===== config.mk =====
export PLATFORM = sky130hd
export DESIGN_NAME = baud_frac_gen
export DESIGN_NICKNAME = d
export VERILOG_FILES = /design/src/rtl/baud_frac_gen.sv
export SDC_FILE = /design/constraint.sdc
export NUM_CORES = 1
export LEC_CHECK = 0
export ABC_AREA = 1
export CAP_MARGIN = 40
export CORE_UTILIZATION = 48
export CTS_CLUSTER_SIZE = 14
export DETAILED_ROUTE_END_ITERATION = 16
export DONT_BUFFER_PORTS = 1
export MAX_ROUTING_LAYER = met4
export PLACE_DENSITY = 0.65
export RECOVER_POWER = 50
export SYNTH_ARGS = -nofsm -noshare
export SYNTH_HDL_FRONTEND = slang
export SYNTH_SLANG_ARGS = --single-unit
export TNS_END_PERCENT = 50

===== constraint.sdc =====
create_clock -name Clk -period 2.7 [get_ports Clk]
set_input_delay 0.54 -clock Clk [delete_from_list [all_inputs] [get_ports Clk]]
set_output_delay 0.54 -clock Clk [all_outputs]
set_load 0.1 [all_outputs]

===== src/rtl/baud_frac_gen.sv =====
// baud_frac_gen
// Fractional baud-rate tick generator. A down-counter produces one
// oversample tick (EN_Os) every div or div+1 clocks; a fraction
// accumulator decides which, so the average period is div + frac/2^FW.
// An oversample counter marks every OS-th tick as a bit tick (EN_Bit).
//
// Ports:
//   Clk, Reset    clock, synchronous active-high reset
//   Enable        run when high, freeze all counters when low
//   Load          strobe capturing Div_Int / Div_Frac / Os_Sel into the
//                 pending set (rejected when Div_Int == 0)
//   Div_Int       requested integer divisor
//   Div_Frac      requested fractional divisor (units of 1/2^C_FRAC_WIDTH)
//   Os_Sel        oversampling select: 00=16x, 01=8x, 10=4x, 11=16x
//   Resync        strobe restarting the phase, applying pending values now
//   EN_Os         registered one-cycle oversample tick
//   EN_Bit        registered one-cycle bit tick, coincident with EN_Os
//   Div_Err       registered sticky flag: last Load was rejected
//
// Handshake: there is no valid/ready pair here; Load and Resync are
// single-cycle strobes sampled on every rising Clk edge where Reset is low.
module baud_frac_gen #(
  parameter int C_DIV_WIDTH    = 16,
  parameter int C_FRAC_WIDTH   = 4,
  parameter int C_DEFAULT_DIV  = 48,
  parameter int C_DEFAULT_FRAC = 0
) (
  input  logic                    Clk,
  input  logic                    Reset,
  input  logic                    Enable,
  input  logic                    Load,
  input  logic [C_DIV_WIDTH-1:0]  Div_Int,
  input  logic [C_FRAC_WIDTH-1:0] Div_Frac,
  input  logic [1:0]              Os_Sel,
  input  logic                    Resync,
  output logic                    EN_Os,
  output logic                    EN_Bit,
  output logic                    Div_Err
);

  localparam logic [C_DIV_WIDTH-1:0]  DEF_DIV  = C_DIV_WIDTH'(C_DEFAULT_DIV);
  localparam logic [C_FRAC_WIDTH-1:0] DEF_FRAC = C_FRAC_WIDTH'(C_DEFAULT_FRAC);
  localparam logic [C_DIV_WIDTH-1:0]  ONE_DIV  = C_DIV_WIDTH'(1);

  // Last oversample index for a given select code (OS-1).
  function automatic logic [3:0] os_last(input logic [1:0] sel);
    case (sel)
      2'b01:   return 4'd7;
      2'b10:   return 4'd3;
      default: return 4'd15;
    endcase
  endfunction

  // Active and pending parameter sets; pend marks a pending set not yet
  // applied.
  logic [C_DIV_WIDTH-1:0]  div_a, div_p;
  logic [C_FRAC_WIDTH-1:0] frac_a, frac_p;
  logic [1:0]              os_a, os_p;
  logic                    pend;

  logic [C_DIV_WIDTH-1:0]  cnt;
  logic [C_FRAC_WIDTH-1:0] acc;
  logic [3:0]              osc;

  logic                    load_ok;
  logic                    reload;
  logic [C_DIV_WIDTH-1:0]  eff_div, rs_div, rs_cnt, reload_cnt;
  logic [C_FRAC_WIDTH-1:0] eff_frac, rs_frac;
  logic [1:0]              eff_os, rs_os;
  logic [C_FRAC_WIDTH:0]   acc_sum;
  logic                    os_change;
  logic                    bit_tick;

  always_comb begin
    load_ok    = Load && (Div_Int != '0);
    reload     = Enable && (cnt == '0);
    // The set that becomes active at the next restart point. A Load in
    // the same cycle as a reload only reaches the pending registers, so
    // it does not affect this reload.
    eff_div    = pend ? div_p  : div_a;
    eff_frac   = pend ? frac_p : frac_a;
    eff_os     = pend ? os_p   : os_a;
    // On Resync an accepted same-cycle Load takes effect immediately.
    rs_div     = load_ok ? Div_Int  : eff_div;
    rs_frac    = load_ok ? Div_Frac : eff_frac;
    rs_os      = load_ok ? Os_Sel   : eff_os;
    rs_cnt     = rs_div - ONE_DIV;
    acc_sum    = {1'b0, acc} + {1'b0, eff_frac};
    // Carry out of the fraction accumulator stretches this period by one.
    reload_cnt = eff_div - ONE_DIV + C_DIV_WIDTH'(acc_sum[C_FRAC_WIDTH]);
    // 00 and 11 are both 16x, so compare the decoded ratio, not the code.
    os_change  = os_last(eff_os) != os_last(os_a);
    bit_tick   = (osc == os_last(os_a));
  end

  always_ff @(posedge Clk) begin
    if (Reset) begin
      div_a   <= DEF_DIV;
      div_p   <= DEF_DIV;
      frac_a  <= DEF_FRAC;
      frac_p  <= DEF_FRAC;
      os_a    <= 2'b00;
      os_p    <= 2'b00;
      pend    <= 1'b0;
      cnt     <= '0;
      acc     <= '0;
      osc     <= '0;
      EN_Os   <= 1'b0;
      EN_Bit  <= 1'b0;
      Div_Err <= 1'b0;
    end else begin
      EN_Os  <= 1'b0;
      EN_Bit <= 1'b0;

      if (Resync) begin
        div_a  <= rs_div;
        frac_a <= rs_frac;
        os_a   <= rs_os;
        cnt    <= rs_cnt;
        acc    <= '0;
        osc    <= '0;
      end else if (reload) begin
        EN_Os  <= 1'b1;
        EN_Bit <= bit_tick;
        acc    <= acc_sum[C_FRAC_WIDTH-1:0];
        cnt    <= reload_cnt;
        div_a  <= eff_div;
        frac_a <= eff_frac;
        os_a   <= eff_os;
        if (os_change || bit_tick) begin
          osc <= '0;
        end else begin
          osc <= osc + 4'd1;
        end
      end else if (Enable) begin
        cnt <= cnt - ONE_DIV;
      end

      if (load_ok) begin
        div_p   <= Div_Int;
        frac_p  <= Div_Frac;
        os_p    <= Os_Sel;
        Div_Err <= 1'b0;
      end else if (Load) begin
        Div_Err <= 1'b1;
      end

      if (Resync) begin
        pend <= 1'b0;
      end else if (load_ok) begin
        pend <= 1'b1;
      end else if (reload) begin
        pend <= 1'b0;
      end
    end
  end

endmodule

==> summary.md <==
| Metric | Value |
|---|---|
| Cell taking the most area after synthesis | `dfxtp_1` |
| Die Ht | `103 um` |
| Period utilization | `0.983` |
| PD cells | `516 nW/um^2` |
| H-tree levels | `3` |
| Total power | `2.73 mW` |
| Share of cells above drive strength 1 | `0.125` |
| Worst vdd ir | `~0.34 mV` |
| Grt ovf | `0` |
| Post-synthesis sequential area ratio | `0.296` |
| Vias post-DR | `just under 5000` |
| Antenna cells | `0` |
| Core Util, Final | `0.539` |
| Area grow syn2layout | `8.82%` |
| Drt total wl | `~14000 um` |
| Yosys reg bits | `just over 70` |
| Post-Syn Instances | `between 700 and 800` |
| Pre-CTS setup slack | `-64.4 ps` |
| Initial Util | `0.496` |
| Max-slew violations | `0` |
| Critical path fanouts, max | `7` |
| Setup CP Type | `reg -> reg` |
| Unique masters post-synth | `44` |
| Post-Synthesis Cell Area | `around 5000 um^2` |
| Routed Antenna Nets | `0` |
| Net count, final | `812` |
| Row cnt | `36` |
| Most frequent CP cell | `nand2_1` |
| FMAX | `about 380 MHz` |
| Post-synth EDFFs | `0` |
| Asr flop ratio synth | `0` |
| Synth top area cells | `dfxtp_1 30%, nand2_1 16%, nand3_1 6.8%` |
| Port bufs | `0` |
| Initial antenna violation count | `0` |
| Wire per inst | `15.5 um` |
| Worst path bufs/invs | `3` |
| DRT iter0 DRCs | `between 200 and 300` |
| Worst skew pair latency | `around 360 ps` |
| Leakage | `about 2.3 nW` |
| Register Area | `approximately 1400 um^2` |
| Synth top area share | `0.296` |
| Yosys warning count | `0` |
| Final hold violation count | `0` |
| Crit-path leading delay family | `simple AND/OR/NAND/NOR gates` |
| Critical path's slowest cell | `dfxtp_4` |
| Pin count of the biggest net entering global routing | `33` |
| Area of the multi-input gates | `between 3000 and 4000 um^2` |
| Detailed Routing Iterations Pass 1 | `5` |
| DRC violations left | `0` |
| # setup viols final | `0` |
| Layout Cells excl Fill | `approximately 900` |
| IO Count | `30` |
| Worst Path Required | `2950 ps` |
| HPWL Detailed | `roughly 11000 um` |
| Max Cap Viol | `0` |
| Sink Count | `72` |
| Slew @ Worst Pin | `1170 ps` |
| Clock Path Buffers | `2` |
| Top FF cell, synth | `dfxtp_1` |
| Die area | `10500 um^2` |
| Startpoint types | `register` |
| Syn Nets | `just over 800` |
| Critical Path End Type | `register` |
| First-pass GRT wire length | `~23000 um` |
| GRT Util Overall | `0.298` |
| Status | `finished, final reports clean` |
| Clock Pin Slew Worst Setup and Hold Paths | `approximately 80 ps` |
| GP Congestion | `a little under 0.9` |
| Vias per inst | `between 5 and 6` |
| Synthesized area per cell | `between 6 and 7 um^2` |
| Setup Skew | `9.72 ps` |
| Final min period | `approximately 2700 ps` |
| Unrepaired setup endpoints after global routing | `yes` |
| Final WS setup | `around 45 ps` |
| Layout fillers | `approximately 1100` |
| Max_slew headroom | `0.221` |
| Hold Crit Class | `in -> reg` |
| Core area | `about 9800 um^2` |
| Crit path DAT | `a little under 3000 ps` |
| Top post-synthesis cells by count | `201 x nand2_1, 84 x nor2_1, 77 x inv_1, 72 x dfxtp_1, 66 x nand3_1` |
| Total CTS buffers | `9` |
| Crit-path max cell delay | `between 300 and 400 ps` |
| Cell with the most instances after synthesis | `nand2_1` |
| Vias in the first global route | `about 4600` |
| Root Driver | `clkbuf_8` |
| Die X | `approximately 100 um` |
| Placed cells | `892` |
| Worst-path cell chain | `inv_4, nand2_2, nand2_2, ha_4, inv_2, fa_2, o21ai_2, a21oi_2, ha_2, ha_4, inv_2, nor2_4, nand4_4, nor2_2, nand2_1, nor2_1, or2_1, nand3_1, nand2_1, nand2_1, a21oi_2` |
| CTS tree | `yes` |
## routing by layer
| layer | routed length, um | track usage | up-vias |
|---|---|---|---|
| met3 | 912 | 0.0536 | 20 |
| met4 | 234 | 0.111 | 0 |
| met2 | 6140 | 0.440 | 157 |
| li1 | - | - | 2501 |
| met1 | 6860 | 0.403 | 2283 |
| met5 | 0 | - | - |
## sequential cells by signal, indices dropped and copies added (netlist names), 4 cells and up
signal and count:
div_a 16, acc 4, frac_p 4, cnt 16, div_p 16, frac_a 4
osc 4
## layout make-up
type                       instances  area share
inverter                          89      0.0635
sequential                        72       0.273
clock buffer                      13      0.0281
tap                              133      0.0314
timing repair buffer              27      0.0326
multi-input combinational        574       0.568
clock inverter                     3     0.00331
## path summary, 6_finish.rpt
path	start	to	slack, ps	cells after the start
setup reg to reg	pend	cnt[14]	50	21
hold reg to reg	div_p[10]	div_p[10]	460	2
hold / removal	Reset	cnt[15]	230	1
setup / recovery	pend	cnt[14]	50	21
## stage by stage
| step | TNS, ps | hold slack, ps | area, um^2 |
|---|---|---|---|
| 2_1_floorplan | -40.1 | 437 | 4920 |
| 3_3_place_gp | 0 | 441 | 5070 |
| 3_5_place_dp | -84.2 | 445 | 5120 |
| 4_1_cts | -0.564 | 223 | 5300 |
| 5_1_grt | -592 | 218 | 5300 |
| 6_report | 0 | 232 | 5300 |
## cells in the final DEF (no fill, tap or decap), drive strengths merged
cell type,synthesis,layout
clkinvlp,0,1
o211ai,21,21
xnor2,7,7
o21ai,55,55
buf,13,19
a311oi,2,2
fa,1,1
ha,11,11
o21bai,8,8
nand3,66,66
o221ai,1,1
nand4,10,10
a211oi,2,2
o21a,1,1
a22oi,1,1
dfxtp,72,72
nor2,103,103
o31ai,3,3
xor2,13,13
o22ai,1,1
nor4,1,1
or2,4,4
clkinv,4,6
nor3b,1,1
nor3,4,4
nand2,213,213
a21oi,40,40
a31oi,5,5
inv,85,85
clkbuf,18,21
## report_power, final
group / internal, mW / switching [mW] / leakage [nW] / total [mW]
Combinational: 0.265 / 0.490 / 1.67 / 0.756
Clock: 0.357 / 0.427 / 0.0834 / 0.785
Sequential: 1.14 / 0.0550 / 0.594 / 1.19
## timing repair
item	in CTS	in global routing
buffers inserted	1	2
hold buffers	0	0
resized for setup	2	8
setup endpoints to repair	3	12
pin swaps	3	13
## logic make-up after synthesis
kind of cell / Yosys count / synth area share
AO/OA/AOI/OAI: 140 / 0.174
buffers and inverters: 120 / 0.102
adder cells (fa/ha/maj): 12 / 0.0324
XOR/XNOR: 20 / 0.0360
AND/OR/NAND/NOR: 402 / 0.360
flip-flops: 72 / 0.296
Power figures use the tool's default switching activity.
